--- src/rtl/div.sv ---
// Sequential unsigned restoring divider: one quotient bit per clock, start/done
// handshake, registered quotient/remainder and a divide-by-zero flag.
module div #(
    parameter int unsigned WIDTH = 4
) (
    input  logic             clk,
    input  logic             rst_n,
    input  logic             start,
    input  logic [WIDTH-1:0] x,
    input  logic [WIDTH-1:0] y,
    output logic             busy,
    output logic [WIDTH-1:0] q,
    output logic [WIDTH-1:0] r,
    output logic             done,
    output logic             dbz
);

    localparam int unsigned CW = $clog2(WIDTH + 1);

    typedef enum logic {
        IDLE,
        CALC
    } state_t;

    state_t           state_q, state_d;
    // The partial remainder is always below y between iterations, so its
    // extra top bit is only needed inside the trial subtraction.
    logic [WIDTH-1:0] ac_q, ac_d;
    logic [WIDTH-1:0] qr_q, qr_d;
    logic [WIDTH-1:0] y_q, y_d;
    logic [CW-1:0]    cnt_q, cnt_d;
    logic             busy_q, busy_d;
    logic             done_q, done_d;
    logic             dbz_q, dbz_d;
    logic             dbz_pend_q, dbz_pend_d;
    logic [WIDTH-1:0] q_q, q_d;
    logic [WIDTH-1:0] r_q, r_d;

    logic [WIDTH:0]   shifted;
    logic [WIDTH:0]   trial;

    always_comb begin
        shifted    = {ac_q, qr_q[WIDTH-1]};
        trial      = shifted - {1'b0, y_q};

        state_d    = state_q;
        ac_d       = ac_q;
        qr_d       = qr_q;
        y_d        = y_q;
        cnt_d      = cnt_q;
        busy_d     = busy_q;
        done_d     = 1'b0;
        dbz_d      = dbz_q;
        dbz_pend_d = 1'b0;
        q_d        = q_q;
        r_d        = r_q;

        // A divide-by-zero completes one edge after acceptance; a start taken
        // on that same edge is applied afterwards and so takes precedence.
        if (dbz_pend_q) begin
            dbz_d  = 1'b1;
            q_d    = '0;
            r_d    = '0;
            done_d = 1'b1;
        end

        case (state_q)
            IDLE: begin
                if (start) begin
                    if (y == '0) begin
                        dbz_pend_d = 1'b1;
                    end else begin
                        busy_d  = 1'b1;
                        dbz_d   = 1'b0;
                        ac_d    = '0;
                        qr_d    = x;
                        y_d     = y;
                        cnt_d   = '0;
                        state_d = CALC;
                    end
                end
            end
            CALC: begin
                if (!trial[WIDTH]) begin
                    ac_d = trial[WIDTH-1:0];
                    qr_d = {qr_q[WIDTH-2:0], 1'b1};
                end else begin
                    ac_d = shifted[WIDTH-1:0];
                    qr_d = {qr_q[WIDTH-2:0], 1'b0};
                end
                cnt_d = cnt_q + CW'(1);
                if (cnt_q == CW'(WIDTH - 1)) begin
                    q_d     = qr_d;
                    r_d     = ac_d;
                    done_d  = 1'b1;
                    busy_d  = 1'b0;
                    state_d = IDLE;
                end
            end
            default: state_d = IDLE;
        endcase
    end

    always_ff @(posedge clk or negedge rst_n) begin
        if (!rst_n) begin
            state_q    <= IDLE;
            ac_q       <= '0;
            qr_q       <= '0;
            y_q        <= '0;
            cnt_q      <= '0;
            busy_q     <= 1'b0;
            done_q     <= 1'b0;
            dbz_q      <= 1'b0;
            dbz_pend_q <= 1'b0;
            q_q        <= '0;
            r_q        <= '0;
        end else begin
            state_q    <= state_d;
            ac_q       <= ac_d;
            qr_q       <= qr_d;
            y_q        <= y_d;
            cnt_q      <= cnt_d;
            busy_q     <= busy_d;
            done_q     <= done_d;
            dbz_q      <= dbz_d;
            dbz_pend_q <= dbz_pend_d;
            q_q        <= q_d;
            r_q        <= r_d;
        end
    end

    assign busy = busy_q;
    assign done = done_q;
    assign dbz  = dbz_q;
    assign q    = q_q;
    assign r    = r_q;

endmodule

--- config.mk ---
export PLATFORM = sky130hd
export DESIGN_NAME = div
export DESIGN_NICKNAME = d
export VERILOG_FILES = /design/src/rtl/div.sv
export SDC_FILE = /design/constraint.sdc
export NUM_CORES = 1
export LEC_CHECK = 0
export ABC_AREA = 1
export CAP_MARGIN = 10
export CORE_UTILIZATION = 55
export DETAILED_ROUTE_END_ITERATION = 10
export PLACE_DENSITY = 0.87
export SLEW_MARGIN = 20
export SYNTH_ARGS = -nofsm -noshare
export SYNTH_HDL_FRONTEND = slang
export SYNTH_SLANG_ARGS = --single-unit
--- constraint.sdc ---
create_clock -name clk -period 3.75 [get_ports clk]
set_input_delay 0.75 -clock clk [delete_from_list [all_inputs] [get_ports clk]]
set_output_delay 0.75 -clock clk [all_outputs]
set_load 0.01 [all_outputs]
# Word-level counts from Yosys, hierarchy flattened
# Index checks and enable logic that the tools add are counted.
dict set report word_totals {
  register_bits 28
  input_bits 11
  out_inout_bits 11
  word_cells 58
}
dict set report op_classes {
  addsub 2
  eq_ne 4
  muxes 35
  n_bitwise 2
  reduce_logical 4
}
# op count
set ops {}
lappend ops {{two-way mux 4 bit} 11}
lappend ops {{two-way mux 1 bit} 17}
lappend ops {{one-hot mux 4 bit (2 select lines)} 2}
lappend ops {{two-way mux 3 bit} 2}
lappend ops {{one-hot mux 3 bit (2 select lines)} 1}
lappend ops {{AND reduction 3 bit} 2}
lappend ops {{subtractor 5 x 4 -> 5 bit} 1}
lappend ops {{logical NOT 4 bit} 1}
lappend ops {{!= test 2 bit (second input constant)} 2}
lappend ops {{one-hot mux 1 bit (2 select lines)} 2}
lappend ops {{adder 3 x 1 -> 3 bit (second input constant)} 1}
lappend ops {{== test 3 x 2 -> 1 bit (second input constant)} 1}
lappend ops {{!= test 2 x 1 -> 1 bit (second input constant)} 1}
lappend ops {{NOT 1 bit} 2}
lappend ops {{AND reduction 2 bit} 1}

# Logic depth before layout (Yosys ltp)
dict set report depth {
  word_depth 4
  depth_mapped 12
  depth_no_buf 12
}

# Least setup slack after synthesis
# Ideal clock, no wire load.
dict set report synth_timing {
  path_type {reg2reg}
  start {register qr_q[3]}
  end {register q_q[0], in the netlist q[0]}
  setup_time_ps 121
  arrival_time_ps 1496
  t_required_ps 3629
  setup_slack_ps 2133
  stages_incl_launch_ff 9
  path_buffers 0
  period_less_slack_ps 1617
  cell_sequence {dfrtp_1 > inv_1 > ha_1 > fa_1 > inv_1 > nand3_1 > nand3_2 > nand2_4 > a22o_2}
}
dict set report synth_via {
  elab_chain_cells 4
}
# item line_no
set synth_rtl {}
lappend synth_rtl {{start: declaration} 29} ;# logic [WIDTH-1:0] qr_q, qr_d;
lappend synth_rtl {{start signal: assignment} 120} ;# qr_q <= qr_d;
lappend synth_rtl {{subtractor 5 x 4 -> 5 bit} 44} ;# trial = shifted - {1'b0, y_q};
lappend synth_rtl {{two-way mux 1 bit} 84} ;# if (!trial[WIDTH]) begin
lappend synth_rtl {{two-way mux 4 bit} 92} ;# if (cnt_q == CW'(WIDTH - 1)) begin
lappend synth_rtl {{two-way mux 4 bit} 67} ;# case (state_q)
lappend synth_rtl {{via q_d[0]} 36} ;# logic [WIDTH-1:0] q_q, q_d;
lappend synth_rtl {{end signal: assignment} 127} ;# q_q <= q_d;
lappend synth_rtl {{end: declaration} 36}
# The timed path passes the listed nets, and every way through them passes these cells.
# A chain may end at the register's enable or synchronous reset.

# Final worst setup path
dict set report layout_timing {
  start {register q_q[2], in the netlist q[2]}
  end {output port q[2]}
}
# item line_no
set layout_rtl {}
lappend layout_rtl {{end: declaration} 12} ;# output logic [WIDTH-1:0] q,
# No word-level cell between the ends.

==> results.yml <==
detailed_routing:
  drt_iter0_drc: 38
  drc: 0
  dr.pass1.iters: 4
  viasPerCell: 5.528
  routed_wl_um: 2709
  antenna_left: 0
  num_vias: 1100
  drt-wirelength-per-cell_um: 13.61
placed_design:
  dpl.hpwl_um: 2053
  gp_congestion: 0.8655
  port_buffers: 21
cells_and_area:
  layout_commonest_cell: "nand2_1"
  post-route-util: 0.7242
  antenna_cells: 0
  areaGrowthSynthToFinish_pct: 20.95
  final_cell_mix: "nand2_1, dfrtp_1, clkdlybuf4s50_1"
  ff_latch_area_um2: 700.7
  layout-drive-gt1-share: 0.09357
  multi_input_area_um2: 570.5
  fin_nets: 190
  fillers: 185
sta:
  rsz0062_at_grt: "false"
  clock_skew_ns: 0.008542
  tightest_slew_ns: 0.4859
  maxSlewViolCount: 0
  relSlewSlack: 0.6761
  clock.fmax_ghz: 0.4949
  hold_violations: 0
  final-setup-viol-count: 0
  fin_crit_sh: 0.5388
  min_period_ns: 2.020
  finalSetupTns_ns: 0
critical_path:
  path_class: "flop to primary output"
  path_buf_inv: 1
  cp_top_family: "buffers and inverters"
  critPathRequiredTime_ns: 3.00
  critPathLaunchType: "flop"
  endpoint_kind: "primary output"
  crit_fanout: 2
  cp.arrival_ns: 1.27
  cpMaxStageDelayCell: "clkdlybuf4s50_1"
  slowest_delay_ns: 0.55
  crit_chain: "clkdlybuf4s50_1"
power:
  p_leak_nw: 0.8194
  ir_drop_v: 0.0006025
  pwr-share-comb: 0.541
  power_mw: 1.594
  pwr-share-clk: 0.125
  switching_share: 0.4265
  switchingPower_mw: 0.6799
  power.density_nw_per_um2: 976.5
  power_frac_seq: 0.335
  power.internal_mw: 0.9145
clock_tree:
  ctsResizeCount: 0
  clock_latency_ns: 0.34
  clk_path_buf_depth: 2
  clock_sinks: 28
  cts_tree: "yes"
  numCtsBuffers: 3
  post-cts-setup-buffers: 0
  clkSlewWorstSetupHoldPaths_ns: 0.15
  cts.htree.levels: 1
  hold_buffers: 0
  cts_root_buffer: "clkbuf_4"
global_route:
  grt_use_met1: 0.2877
  use_met3: 0.04094
  track_usage: 0.2369
  busiest_layer: "met2"
  grt_use_met2: 0.4091
  grt_overflow: 0
  grt_pass1_wl_um: 4567
  grt_pass1_vias: 1067
  antenna_found_initial: 0
  grt_start_max_net_pins: 29
die:
  fp.dieArea_um2: 2657
  initial_utilization: 0.5988
  rows: 17
  io_pins: 22
  die_w_um: 51.55
  die_h_um: 51.55
  core_area_um2: 2255
logic_synthesis:
  syn_nets: 166
  syn_area_um2: 1350
  yosysWarnings: 0
  synth.distinct_cells: 25
  seq_area_frac_synth: 0.5190
  avgSynthCellArea_um2: 9.122
  netlist_instances: 148
  synth_seq_cells: 28
flow_run:
  maxCapViolations: 0
min_path:
  min_path_type: "flop to flop"
outcome:
  status: "finished clean"
cell usage after synthesis (all sizes together):
library cell / number / area (µm²)
a21oi: 3 / 18.77
a22o: 5 / 45.04
buf: 3 / 22.52
dfrtp: 28 / 700.7
fa: 1 / 20.02
ha: 6 / 75.07
inv: 15 / 56.30
nand2: 52 / 210.2
nand3: 18 / 112.6
nand3b: 1 / 7.510
nor2: 8 / 32.54
o211ai: 1 / 7.510
o21ai: 4 / 20.01
o22ai: 1 / 6.260
or2: 1 / 6.260
xor2: 1 / 8.760
cell families after synthesis:
logic type      Yosys count  synth area share
buf+inv                  18           0.05838
flops                    28            0.5190
xor+xnor                  1          0.006489
fa+ha+maj                 7           0.07043
compound gates           14           0.07229
simple gates             80            0.2734
per-layer routing:
metal | up-vias | routed length (µm)
met4 | 0 | 65
met2 | 37 | 1388
met3 | 10 | 121
met1 | 527 | 1133
met5 | - | 0
li1 | 526 | -
power by group through the flow:
stage,registers (mW),clock network (mW),logic [mW]
6_report,0.533,0.199,0.862
5_1_grt,0.546,0.210,0.959
4_1_cts,0.531,0.201,0.860
3_5_place_dp,0.539,0,0.847
3_3_place_gp,0.531,0,0.796
2_1_floorplan,0.533,0,0.594
cell type report:
class,instances,area share
inverters,15,0.03448
clock buffers,3,0.01379
repair buffers,22,0.1333
clock inverters,1,0.01839
well taps,28,0.02146
flip-flops and latches,28,0.4291
multi-input cells,102,0.3494
registers in the layout, summed over array words and instances, names as in the netlist:
name,count
ac_q,4
busy,1
cnt_q,3
dbz,1
dbz_pend_q,1
done,1
q,4
qr_q,4
r,4
state_q,1
y_q,4
path summary, 6_finish.rpt:
check / start / endpoint / slack (ns) / depth (start not counted)
setup / recovery: q[2] / q[2] / 1.73 / 1
setup reg to reg: qr_q[3] / ac_q[1] / 1.84 / 11
min in group asynchronous: rst_n / r[0] / 0.75 / 2
hold / removal: r[2] / r[2] / 0.50 / 2
max in group asynchronous: rst_n / busy / 2.74 / 2
hold reg to reg: r[2] / r[2] / 0.50 / 2
through the flow:
step | std cells | instance area [µm²] | hold WS, ns | setup slack, ns
2_1_floorplan | 148 | 1350 | 0.4528 | 2.133
3_3_place_gp | 195 | 1580 | 0.4662 | 1.597
3_5_place_dp | 195 | 1580 | 0.4720 | 1.530
4_1_cts | 199 | 1633 | 0.5076 | 1.723
5_1_grt | 199 | 1633 | 0.5369 | 1.686
6_report | 199 | 1633 | 0.5040 | 1.730
(Power assumes the default switching activity.)
